File: src/rtl/pipeline_restoring_divider_if.sv
// Operand/result bundle for the pipelined signed 16/8 divider.
`timescale 1ns/1ps
interface pipeline_restoring_divider_if;
    logic        in_valid;
    logic [15:0] dividend;
    logic [7:0]  divisor;
    logic        out_valid;
    logic [7:0]  quotient;
    logic [7:0]  remainder;
    logic        div_zero;
    logic        overflow;

    modport master (
        output in_valid, dividend, divisor,
        input  out_valid, quotient, remainder, div_zero, overflow
    );

    modport slave (
        input  in_valid, dividend, divisor,
        output out_valid, quotient, remainder, div_zero, overflow
    );
endinterface

File: src/rtl/pipeline_restoring_divider.sv
// Fully pipelined signed 16/8 restoring divider: one operation per clock,
// sign-magnitude front end, 2 quotient bits per stage, saturating sign fix.
`timescale 1ns/1ps
module pipeline_restoring_divider (
    input  logic                               clk,
    input  logic                               rst_n,
    pipeline_restoring_divider_if.slave        io_div
);

    localparam int unsigned DVD_W      = 16;
    localparam int unsigned DVS_W      = 8;
    localparam int unsigned REM_W      = DVS_W + 1;
    localparam int unsigned N_STG      = 8;
    localparam int unsigned IT_PER_STG = 2;

    // Index 0 is the input register; index N_STG holds the finished unsigned result.
    logic [N_STG:0]                 r_vld;
    logic [N_STG:0]                 r_dsgn;
    logic [N_STG:0]                 r_qsgn;
    logic [N_STG:0]                 r_dz;
    logic [N_STG:0][REM_W-1:0]      r_rem;
    logic [N_STG:0][DVD_W-1:0]      r_dq;
    logic [N_STG:0][DVS_W-1:0]      r_dvs;

    logic [N_STG-1:0][REM_W-1:0]    w_rem;
    logic [N_STG-1:0][DVD_W-1:0]    w_dq;

    logic [DVD_W-1:0]               w_dvd_mag;
    logic [DVS_W-1:0]               w_dvs_mag;

    logic [DVD_W-1:0]               w_qu;
    logic [REM_W-1:0]               w_ru;
    logic [REM_W-1:0]               w_ru_neg;
    logic                           w_ovf;
    logic [DVS_W-1:0]               w_fx_q;
    logic [DVS_W-1:0]               w_fx_r;
    logic                           w_fx_dz;
    logic                           w_fx_ov;

    logic                           r_fx_vld;
    logic [DVS_W-1:0]               r_fx_q;
    logic [DVS_W-1:0]               r_fx_r;
    logic                           r_fx_dz;
    logic                           r_fx_ov;

    logic                           r_o_vld;
    logic [DVS_W-1:0]               r_o_q;
    logic [DVS_W-1:0]               r_o_r;
    logic                           r_o_dz;
    logic                           r_o_ov;

    // One pipeline stage: IT_PER_STG shift / trial-subtract / restore steps.
    // The dividend register doubles as the quotient register, quotient bits enter at the LSB.
    function automatic logic [REM_W+DVD_W-1:0] div_stage(
        input logic [REM_W-1:0] rem_in,
        input logic [DVD_W-1:0] dq_in,
        input logic [DVS_W-1:0] dvs
    );
        logic [REM_W-1:0] rem;
        logic [DVD_W-1:0] dq;
        logic [REM_W-1:0] sh;
        logic [REM_W:0]   diff;
        logic             qb;
        rem = rem_in;
        dq  = dq_in;
        for (int unsigned j = 0; j < IT_PER_STG; j++) begin
            sh   = REM_W'({rem, dq[DVD_W-1]});
            diff = {1'b0, sh} - {2'b00, dvs};
            qb   = ~diff[REM_W];
            rem  = qb ? diff[REM_W-1:0] : sh;
            dq   = {dq[DVD_W-2:0], qb};
        end
        return {rem, dq};
    endfunction

    // Operand magnitudes; -32768 and -128 map onto 0x8000 and 0x80.
    always_comb begin
        w_dvd_mag = io_div.dividend;
        w_dvs_mag = io_div.divisor;
        if (io_div.dividend[DVD_W-1]) begin
            w_dvd_mag = DVD_W'(~io_div.dividend + DVD_W'(1));
        end
        if (io_div.divisor[DVS_W-1]) begin
            w_dvs_mag = DVS_W'(~io_div.divisor + DVS_W'(1));
        end
    end

    always_comb begin
        w_rem = '0;
        w_dq  = '0;
        for (int unsigned k = 0; k < N_STG; k++) begin
            {w_rem[k], w_dq[k]} = div_stage(r_rem[k], r_dq[k], r_dvs[k]);
        end
    end

    // Input register and the eight division stages.
    always_ff @(posedge clk or negedge rst_n) begin
        if (!rst_n) begin
            r_vld  <= '0;
            r_dsgn <= '0;
            r_qsgn <= '0;
            r_dz   <= '0;
            r_rem  <= '0;
            r_dq   <= '0;
            r_dvs  <= '0;
        end else begin
            r_vld[0]  <= io_div.in_valid;
            r_dsgn[0] <= io_div.dividend[DVD_W-1];
            r_qsgn[0] <= io_div.dividend[DVD_W-1] ^ io_div.divisor[DVS_W-1];
            r_dz[0]   <= (io_div.divisor == '0);
            r_rem[0]  <= '0;
            r_dq[0]   <= w_dvd_mag;
            r_dvs[0]  <= w_dvs_mag;
            for (int unsigned k = 0; k < N_STG; k++) begin
                r_vld[k+1]  <= r_vld[k];
                r_dsgn[k+1] <= r_dsgn[k];
                r_qsgn[k+1] <= r_qsgn[k];
                r_dz[k+1]   <= r_dz[k];
                r_rem[k+1]  <= w_rem[k];
                r_dq[k+1]   <= w_dq[k];
                r_dvs[k+1]  <= r_dvs[k];
            end
        end
    end

    // Sign fix, saturation and divide-by-zero override; flags only live with a valid result.
    always_comb begin
        w_qu     = r_dq[N_STG];
        w_ru     = r_rem[N_STG];
        w_ru_neg = REM_W'(~w_ru + REM_W'(1));
        w_ovf    = r_qsgn[N_STG] ? (w_qu > DVD_W'(128)) : (w_qu > DVD_W'(127));
        w_fx_q   = r_qsgn[N_STG] ? DVS_W'(~w_qu[DVS_W-1:0] + DVS_W'(1)) : w_qu[DVS_W-1:0];
        w_fx_r   = DVS_W'(r_dsgn[N_STG] ? w_ru_neg : w_ru);
        w_fx_dz  = r_vld[N_STG] & r_dz[N_STG];
        w_fx_ov  = r_vld[N_STG] & ~r_dz[N_STG] & w_ovf;
        if (r_dz[N_STG]) begin
            w_fx_q = '0;
            w_fx_r = '0;
        end else if (w_ovf) begin
            w_fx_q = r_qsgn[N_STG] ? 8'h80 : 8'h7F;
        end
    end

    // Sign-fix register followed by the output register, giving the 10-edge latency.
    always_ff @(posedge clk or negedge rst_n) begin
        if (!rst_n) begin
            r_fx_vld <= 1'b0;
            r_fx_q   <= '0;
            r_fx_r   <= '0;
            r_fx_dz  <= 1'b0;
            r_fx_ov  <= 1'b0;
            r_o_vld  <= 1'b0;
            r_o_q    <= '0;
            r_o_r    <= '0;
            r_o_dz   <= 1'b0;
            r_o_ov   <= 1'b0;
        end else begin
            r_fx_vld <= r_vld[N_STG];
            r_fx_q   <= w_fx_q;
            r_fx_r   <= w_fx_r;
            r_fx_dz  <= w_fx_dz;
            r_fx_ov  <= w_fx_ov;
            r_o_vld  <= r_fx_vld;
            r_o_q    <= r_fx_q;
            r_o_r    <= r_fx_r;
            r_o_dz   <= r_fx_dz;
            r_o_ov   <= r_fx_ov;
        end
    end

    assign io_div.out_valid = r_o_vld;
    assign io_div.quotient  = r_o_q;
    assign io_div.remainder = r_o_r;
    assign io_div.div_zero  = r_o_dz;
    assign io_div.overflow  = r_o_ov;

endmodule

File: src/flat_wrapper.sv
// flat-port wrapper written by rule: the top's interface ports become plain ports
module pipeline_restoring_divider_flat 
  (clk, rst_n, io_div_in_valid, io_div_dividend, io_div_divisor, io_div_out_valid, io_div_quotient, io_div_remainder, io_div_div_zero, io_div_overflow);
  pipeline_restoring_divider_if io_div_i ();
  input  logic clk;
  input  logic rst_n;
  input wire logic [$bits(io_div_i.in_valid)-1:0] io_div_in_valid;
  input wire logic [$bits(io_div_i.dividend)-1:0] io_div_dividend;
  input wire logic [$bits(io_div_i.divisor)-1:0] io_div_divisor;
  output wire logic [$bits(io_div_i.out_valid)-1:0] io_div_out_valid;
  output wire logic [$bits(io_div_i.quotient)-1:0] io_div_quotient;
  output wire logic [$bits(io_div_i.remainder)-1:0] io_div_remainder;
  output wire logic [$bits(io_div_i.div_zero)-1:0] io_div_div_zero;
  output wire logic [$bits(io_div_i.overflow)-1:0] io_div_overflow;
  assign io_div_i.in_valid = io_div_in_valid;
  assign io_div_i.dividend = io_div_dividend;
  assign io_div_i.divisor = io_div_divisor;
  assign io_div_out_valid = io_div_i.out_valid;
  assign io_div_quotient = io_div_i.quotient;
  assign io_div_remainder = io_div_i.remainder;
  assign io_div_div_zero = io_div_i.div_zero;
  assign io_div_overflow = io_div_i.overflow;
  pipeline_restoring_divider u_core (.clk(clk), .rst_n(rst_n), .io_div(io_div_i));
endmodule
File: config.mk
export PLATFORM = sky130hd
export DESIGN_NAME = pipeline_restoring_divider_flat
export DESIGN_NICKNAME = d
export VERILOG_FILES = /design/src/rtl/pipeline_restoring_divider_if.sv /design/src/rtl/pipeline_restoring_divider.sv /design/src/flat_wrapper.sv
export SDC_FILE = /design/constraint.sdc
export NUM_CORES = 1
export LEC_CHECK = 0
export ABC_AREA = 1
export CAP_MARGIN = 20
export CORE_ASPECT_RATIO = 0.5
export CORE_MARGIN = 8
export CORE_UTILIZATION = 62
export DETAILED_ROUTE_END_ITERATION = 12
export GPL_ROUTABILITY_DRIVEN = 0
export PLACE_DENSITY_LB_ADDON = 0.2
export SYNTH_ARGS = -nofsm -noshare
export SYNTH_HDL_FRONTEND = slang
export SYNTH_SLANG_ARGS = --single-unit
File: constraint.sdc
create_clock -name clk -period 3.36 [get_ports clk]
set_input_delay 0.336 -clock clk [delete_from_list [all_inputs] [get_ports clk]]
set_output_delay 0.336 -clock clk [all_outputs]
set_load 0.05 [all_outputs]
==> impl_results.md, run 1 <==
* Clk slew on worst S/H paths at 70 ps
* Number of nets in the final layout at 2065
* Mapped Area at 0.0169 mm²
* Count of port buffers added during placement at 45
* Core region area at 0.0266 mm²
* Die ar. at 0.0332 mm²
* Compound-gate portion of the synthesized area at 5.13%
* Effective utilization at floorplan at 63.5%
* Minimum clock period at 3190 ps
* Die H at 133 µm
* Number of fill cells in the layout at 1871
* FMAX at 313 MHz
* Sequential area share after synthesis at 51.2%
* DRT antenna net count at 0
* Count of unique library cells instantiated by Yosys at 39
* Startpoint Class: register
* Clock tree from TritonCTS: done
* Number of vias per cell at 5.21
* Number of flops mapped to enable cells by yosys at 0
* DRC marker count from the first detailed-route iteration at 702
* Overall track demand over capacity in global routing at 20.1%
* Worst Skew at 9.82 ps
* H-tree lvl count at 1
* Async set-or-reset flop fraction in the synthesized netlist at 100%
* Arrival time at the worst endpoint at 3680 ps
* Root Driver: sky130_fd_sc_hd__clkbuf_16
* Endpoint, Worst Hold: u_core.r_vld[0]
* Worst path required time at 3850 ps
* Type of the tightest min-delay check: in2reg
* Leakage power at 9.90 nW
* Combinational family with the most area after synthesis: simple AND/OR/NAND/NOR gates
* Half-perimeter wire length after placement at 24.1 mm
* Beginning of the worst register-to-register path: u_core.r_dvs[15]
* Core Rows at 42
* Capture point of the worst reg-to-reg path: u_core.r_rem[24]
* Mux contribution to synthesized area at 0%
* Worst-Margin Slew at 762 ps
* Fraction of power consumed by sequential logic at 26.8%
* Width of the die at 250 µm
* Initial antenna violation count at 0
* Setup Viol. Count Final at 0
* Outcome: finished clean
* Final hold viol count at 0
* Post-synthesis share of cell area spent on xor and xnor gates at 4.71%
* Synth Flop Type: sky130_fd_sc_hd__dfrtp_1
* Remaining max-slew budget at the tightest pin at 49.2%
* Final core occ at 71.8%
* Start point of the worst min-delay path: io_div_in_valid
* Number of antenna cells inserted at 0
* Residual DRC count at 0
* Area growth from synthesis to layout at 13.0%
* Yosys warning total at 0
* Routed wire length at 33.5 mm
* Worst setup startpoint: u_core.r_dvs[15]
* Clock network power share at 16.9%
* Internal Pwr Total at 0.0118 W
* Vias in the first global route at 11900
* FF/Latch Area at 0.00866 mm²
* Maximum number of pins on one net before global-route repair at 99
* Maxcap violations at 0
* Number of detailed-route iterations in the first pass at 5
* Share of total power in combinational logic at 56.3%
* Crit. End Element: register
* Leading cell types in the layout, fill and taps excluded: 460 x sky130_fd_sc_hd__nand2_1, 346 x sky130_fd_sc_hd__dfrtp_1, 288 x sky130_fd_sc_hd__inv_1, 122 x sky130_fd_sc_hd__ha_1, 115 x sky130_fd_sc_hd__nand3_1
* Area occupied by multi-input gates at 0.00722 mm²
* Final worst slack at 170 ps
* Synth Area in Simple Gates at 20.8%
* Minimum setup slack after placement at 72.5 ps
* Count of state elements after synthesis at 346
* Cells after synthesis at 1806
* Setup tns final at 0 ps
* CTS Buf Count at 29
* Worst-case register-to-register setup slack at 170 ps
* Sw Share at 44.3%
* Count of cells along the worst hold path at 1
* Fraction of layout instances using a drive strength above 1 at 9.07%
* Skew-Pair Late Insertion Delay at 550 ps
* Total via count after detailed routing at 11800
* Overall overflow remaining after global route at 0
* Number of buffers on the longest clock path at 3
* Final period util at 94.9%
* Most common cell after layout, fill and taps aside: sky130_fd_sc_hd__nand2_1
* Top-level I/O count at 46
* Post-synthesis area per instance at 9.37 µm²
* Slew Viols, Final at 0
* Total power draw at 0.0213 W
* Crit Path Category: reg2reg
* Sinks on the clock net at 346
* Top fanout value on the critical path at 8
* Final hold slack at 236 ps
* Worst-case reg-to-reg path depth at 18
* Total power per unit cell area at 1110 mW/mm²
* Adder-Cell Fraction of Synth Area at 11.1%
* Largest vdd supply drop at 0.502 mV
* Post-detailed-route wirelength per cell at 14.7 µm
* P_sw at 0.00943 W
* Wire length of the first global-routing pass at 56.1 mm
==> per-stage QoR <==
step                      cell area [µm²]  instances
after floorplan                     16900       1808
after detailed placement            17800       2207
after global routing                19100       2271
final                               19100       2271
after CTS                           18900       2261
after global placement              17800       2207
==> per-layer routing <==
| metal | routed length, µm | global-route usage (%) | up-vias | part of all wire (%) |
|---|---|---|---|---|
| met3 | 993 | 3.13 | 61 | 3.0 |
| met5 | 0 | 0 | - | 0 |
| met1 | 14400 | 24.6 | 5672 | 43 |
| met4 | 820 | 5.41 | 0 | 2.5 |
| li1 | - | - | 5905 | - |
| met2 | 17200 | 36.7 | 189 | 52 |
==> sequential cells by signal, indices dropped and copies added (netlist names) <==
name and flops:
u_core.w_qu 16, u_core.r_fx_ov 1, u_core.r_rem 56, u_core.io_div.quotient 8, u_core.io_div.div_zero 1, u_core.io_div.overflow 1, u_core.r_fx_q 8, u_core.w_ru 8
u_core.r_vld 9, u_core.r_dz 9, u_core.r_fx_vld 1, u_core.r_dvs 64, u_core.r_qsgn 9, u_core.r_dq 128, u_core.r_fx_dz 1, u_core.io_div.remainder 8
u_core.io_div.out_valid 1, u_core.r_fx_r 8, u_core.r_dsgn 9
==> cells by family (layout without fill, tap and decap cells) <==
kind of cell	after synthesis	after routing
simple gates	780	780
xor+xnor	91	91
compound gates	144	144
fa+ha+maj	141	141
flops	346	346
other cells	1	3
buf+inv	303	414
==> what timing repair did <==
| item | in CTS | in global routing |
|---|---|---|
| setup endpoints to repair | 0 | 51 |
| gates resized for setup | 0 | 30 |
| setup buffers | 0 | 10 |
| hold buffers | 1 | 0 |
| endpoints found under the hold margin | 91 | 0 |
==> area by class of cell <==
cell class | instances | share of cell area, %
multi-input cells | 1159 | 37.8
inverters | 293 | 5.77
well taps | 352 | 2.30
repair buffers | 68 | 3.49
clock buffers | 38 | 4.23
clock inverters | 15 | 1.16
flip-flops and latches | 346 | 45.3
==> Yosys cell counts, types with 8 or more instances <==
| cell type | number | area (µm²) |
|---|---|---|
| sky130_fd_sc_hd__nand3b_1 | 11 | 82.6 |
| sky130_fd_sc_hd__a21oi_2 | 8 | 70.1 |
| sky130_fd_sc_hd__fa_1 | 15 | 300 |
| sky130_fd_sc_hd__o21ai_0 | 18 | 90.1 |
| sky130_fd_sc_hd__inv_1 | 288 | 1080 |
| sky130_fd_sc_hd__or2_2 | 9 | 56.3 |
| sky130_fd_sc_hd__o21ai_2 | 16 | 140 |
| sky130_fd_sc_hd__nor2_1 | 80 | 300 |
| sky130_fd_sc_hd__nand3_1 | 118 | 591 |
| sky130_fd_sc_hd__ha_1 | 126 | 1580 |
| sky130_fd_sc_hd__a21oi_1 | 80 | 400 |
| sky130_fd_sc_hd__nand2_1 | 461 | 1730 |
| sky130_fd_sc_hd__a31oi_1 | 8 | 50.1 |
| sky130_fd_sc_hd__nand4_1 | 35 | 219 |
| sky130_fd_sc_hd__nor3_1 | 11 | 55.1 |
| sky130_fd_sc_hd__xnor2_1 | 25 | 219 |
| sky130_fd_sc_hd__dfrtp_1 | 346 | 8660 |
| sky130_fd_sc_hd__xor2_1 | 66 | 578 |
| sky130_fd_sc_hd__nand2_2 | 9 | 56.3 |
| sky130_fd_sc_hd__nand3_2 | 12 | 120 |
==> power groups by stage <==
stage	Sequential (W)	Combinational, W	Clock [W]
finish	0.00570	0.0120	0.00361
global route	0.00579	0.0135	0.00385
CTS	0.00570	0.0115	0.00368
detailed placement	0.00577	0.0113	0
global placement	0.00573	0.0110	0
floorplan	0.00579	0.00906	0
==> worst max-delay path, cell delays in order (launching register included) <==
cell	delay, ps
sky130_fd_sc_hd__dfrtp_1	440
sky130_fd_sc_hd__inv_1	110
sky130_fd_sc_hd__ha_1	330
sky130_fd_sc_hd__nand2_1	110
sky130_fd_sc_hd__inv_1	60
sky130_fd_sc_hd__a21oi_2	190
sky130_fd_sc_hd__nand3_4	160
sky130_fd_sc_hd__clkbuf_4	210
sky130_fd_sc_hd__or2_2	280
sky130_fd_sc_hd__nand2_1	70
sky130_fd_sc_hd__inv_1	50
sky130_fd_sc_hd__ha_1	310
sky130_fd_sc_hd__inv_1	60
sky130_fd_sc_hd__nor2_1	50
sky130_fd_sc_hd__nor2_2	130
sky130_fd_sc_hd__nand3_1	130
sky130_fd_sc_hd__nor2_4	260
sky130_fd_sc_hd__nand2_1	100
sky130_fd_sc_hd__nand2_1	70
==> how the worst max path moves through the flow <==
stage | endpoint | depth (start not counted)
3_5_place_dp | u_core.r_rem[24] | 16
4_1_cts | u_core.r_rem[24] | 16
3_3_place_gp | u_core.r_rem[24] | 16
2_1_floorplan | u_core.w_ru[6] | 19
6_report | u_core.r_rem[24] | 18
5_1_grt | u_core.w_ru[3] | 17
Power figures use the tool's default switching activity.
==> inputs of run 2 (changes only) <==
Settings changed: CORE_UTILIZATION 62 to 63, CTS_CLUSTER_SIZE set to 8, DONT_BUFFER_PORTS set to 1.
==> run 2 against run 1 <==
First-iteration DRC count increased by 37%; clock power increased by 18%; non-clock buffer count decreased by 36; via count increased by 5.2%; the run now ends with negative hold slack left; die area decreased by 1.4%; critical path type unchanged.
==> impl_results.md, run 2 (synthesized netlist as in run 1, its figures left out) <==
* Outcome: complete, but fails checks (was finished clean)
* Failing checks: negative hold slack
* Most common cell after layout, fill and taps aside: sky130_fd_sc_hd__nand2_1 (unchanged)
* Die H at 132 µm (was 133 µm)
* Total power per unit cell area at 1160 mW/mm² (was 1110 mW/mm²)
* Residual DRC count at 0 (unchanged)
* Number of fill cells in the layout at 1734 (was 1871)
* Setup tns final at 0 ps (unchanged)
* Area occupied by multi-input gates at 0.00728 mm² (was 0.00722 mm²)
* Maximum number of pins on one net before global-route repair at 347 (was 99)
* Final worst slack at 122 ps (was 170 ps)
* Number of nets in the final layout at 2052 (was 2065)
* Final core occ at 72.2% (was 71.8%)
* Post-detailed-route wirelength per cell at 16.5 µm (was 14.7 µm)
* Clock tree from TritonCTS: done (unchanged)
* Setup Viol. Count Final at 0 (unchanged)
* Number of vias per cell at 5.56 (was 5.21)
* Crit Path Category: reg2reg (unchanged)
* FMAX at 309 MHz (was 313 MHz)
* Overall track demand over capacity in global routing at 22.3% (was 20.1%)
* Routed wire length at 36.8 mm (was 33.5 mm)
* Initial antenna violation count at 1 (was 0)
* Final period util at 96.4% (was 94.9%)
* Final hold slack at -510 ps (was 236 ps)
* Count of port buffers added during placement at 0 (was 45)
* Top-level I/O count at 46 (unchanged)
* Top fanout value on the critical path at 8 (unchanged)
* Number of buffers on the longest clock path at 3 (unchanged)
* Core Rows at 42 (unchanged)
* Leakage power at 9.88 nW (was 9.90 nW)
* Core region area at 0.0264 mm² (was 0.0266 mm²)
* Total via count after detailed routing at 12400 (was 11800)
* Width of the die at 248 µm (was 250 µm)
* DRT antenna net count at 0 (unchanged)
* Root Driver: sky130_fd_sc_hd__clkbuf_16 (unchanged)
* Minimum clock period at 3240 ps (was 3190 ps)
* Minimum setup slack after placement at 11.3 ps (was 72.5 ps)
* Number of detailed-route iterations in the first pass at 5 (unchanged)
* Area growth from synthesis to layout at 12.8% (was 13.0%)
* Max reg flops at 128 (unchanged)
* DRC marker count from the first detailed-route iteration at 959 (was 702)
* Vias in the first global route at 12900 (was 11900)
* Half-perimeter wire length after placement at 24.6 mm (was 24.1 mm)
* Skew-Pair Late Insertion Delay at 550 ps (about the same)
* Worst path required time at 3830 ps (was 3850 ps)
* Leading cell types in the layout, fill and taps excluded: 459 x sky130_fd_sc_hd__nand2_1, 345 x sky130_fd_sc_hd__dfrtp_1, 288 x sky130_fd_sc_hd__inv_1, 123 x sky130_fd_sc_hd__ha_1, 116 x sky130_fd_sc_hd__nand3_1 (was 460 x sky130_fd_sc_hd__nand2_1, 346 x sky130_fd_sc_hd__dfrtp_1, 288 x sky130_fd_sc_hd__inv_1, 122 x sky130_fd_sc_hd__ha_1, 115 x sky130_fd_sc_hd__nand3_1)
* Hold bufs inserted after CTS at 26 (was 1)
* Largest vdd supply drop at 0.541 mV (was 0.502 mV)
* Worst-Margin Slew at 814 ps (was 762 ps)
* H-tree lvl count at 2 (was 1)
* Maxcap violations at 0 (unchanged)
* Register containing the most flip-flops in the final layout: u_core.r_dq (unchanged)
* Worst Skew at 22.3 ps (was 9.82 ps)
* Final hold viol count at 346 (was 0)
* Non-filler instance count after layout at 2238 (was 2271)
* Effective utilization at floorplan at 64.0% (was 63.5%)
* Clk slew on worst S/H paths at 50 ps (was 70 ps)
* FF/Latch Area at 0.00866 mm² (about the same)
* Arrival time at the worst endpoint at 3710 ps (was 3680 ps)
* Startpoint Class: register (unchanged)
* Sinks on the clock net at 346 (unchanged)
* Biggest registers after layout: u_core.r_dq: 128 flops, u_core.r_dvs: 64 flops, u_core.r_rem: 56 flops (unchanged)
* Type of the tightest min-delay check: in2async (was in2reg)
* CTS Buf Count at 49 (was 29)
* Overall overflow remaining after global route at 0 (unchanged)
* Slew Viols, Final at 0 (unchanged)
* Total power draw at 0.0222 W (was 0.0213 W)
* Die ar. at 0.0327 mm² (was 0.0332 mm²)
* Crit. End Element: register (unchanged)
* Wire length of the first global-routing pass at 60.2 mm (was 56.1 mm)
* Fraction of layout instances using a drive strength above 1 at 8.80% (was 9.07%)
* Number of antenna cells inserted at 0 (unchanged)
* Remaining max-slew budget at the tightest pin at 45.8% (was 49.2%)
* Count of placed standard cells including taps at 2152 (was 2207)
run 2: cell types whose count changed in the layout (fill, tap and decap cells not counted), sizes merged:
cell,previous run,this run
clkinvlp,2,0
inv,295,293
clkdlybuf4s50,44,0
nand4,42,43
dlygate4sd3,1,26
bufinv,5,0
clkbuf,39,50
clkinv,6,3
nand3,130,132
buf,22,6
run 2: final cells by class:
| class | count | share of cell area, % |
|---|---|---|
| clock buffer | 50 | 6.55 |
| clock inverter | 3 | 0.236 |
| inverter | 293 | 5.81 |
| multi-input combinational | 1162 | 38.1 |
| sequential | 346 | 45.4 |
| tap | 352 | 2.31 |
| timing repair buffer | 32 | 1.60 |
run 2: path summary, 6_finish.rpt:
| check | cells past startpoint | endpoint | start | slack [ps] |
|---|---|---|---|---|
| hold reg to reg | 0 | u_core.w_qu[14] | u_core.r_dq[124] | 330 |
| setup reg to reg | 20 | u_core.r_rem[24] | u_core.r_dvs[12] | 120 |
| setup / recovery | 20 | u_core.r_rem[24] | u_core.r_dvs[12] | 120 |
| max in group asynchronous | 0 | u_core.r_dvs[26] | rst_n | 3180 |
| hold / removal | 0 | u_core.w_ru[7] | rst_n | -510 |
| min in group clk | 3 | u_core.r_dq[2] | io_div_dividend[2] | 50 |
run 2: critical path, cell delays in order, from the launching register on:
cell                      delay (ps)
sky130_fd_sc_hd__dfrtp_1         390
sky130_fd_sc_hd__inv_1            80
sky130_fd_sc_hd__ha_1            350
sky130_fd_sc_hd__nand2_1          80
sky130_fd_sc_hd__nand2_1          80
sky130_fd_sc_hd__inv_1           120
sky130_fd_sc_hd__nand2_1          90
sky130_fd_sc_hd__nand2_2         120
sky130_fd_sc_hd__nand3_4         150
sky130_fd_sc_hd__nor2_1          170
sky130_fd_sc_hd__a21oi_2          70
sky130_fd_sc_hd__ha_1            340
sky130_fd_sc_hd__nand2_1         110
sky130_fd_sc_hd__inv_1            50
sky130_fd_sc_hd__nand2_1          70
sky130_fd_sc_hd__nand3_1         160
sky130_fd_sc_hd__nand4_1         260
sky130_fd_sc_hd__inv_1           110
sky130_fd_sc_hd__nor2_4          200
sky130_fd_sc_hd__nand2_1          90
sky130_fd_sc_hd__nand2_1          80
run 2: through the flow:
| stage | cell area, µm² | hold slack, ps |
|---|---|---|
| 5_1_grt | 19100 | -535 |
| 3_3_place_gp | 17300 | 50.5 |
| 2_1_floorplan | 16900 | 40.4 |
| 6_report | 19100 | -510 |
| 3_5_place_dp | 17300 | 49.7 |
| 4_1_cts | 18900 | -531 |
run 2: power by group:
part / internal [W] / switching [W]
sequential: 0.00524 / 0.000711
combinational: 0.00443 / 0.00755
clock: 0.00261 / 0.00166
run 2: layer usage:
layer  wire length, µm  vias to the layer above  global-route usage (%)
met5                11                        -                       0
met4              1490                        2                    10.2
met3              1700                      135                    4.11
met2             19500                      429                    41.3
met1             14100                     6001                    24.7
li1                  -                     5877                       -
run 2: what timing repair did:
item | 4_1_cts | 5_1_grt
hold endpoints to repair | 373 | 346
setup endpoints to repair | 3 | 59
pin swaps | 0 | 10
gates cloned | 0 | 3
gates resized for setup | 3 | 38
buffers inserted | 0 | 4
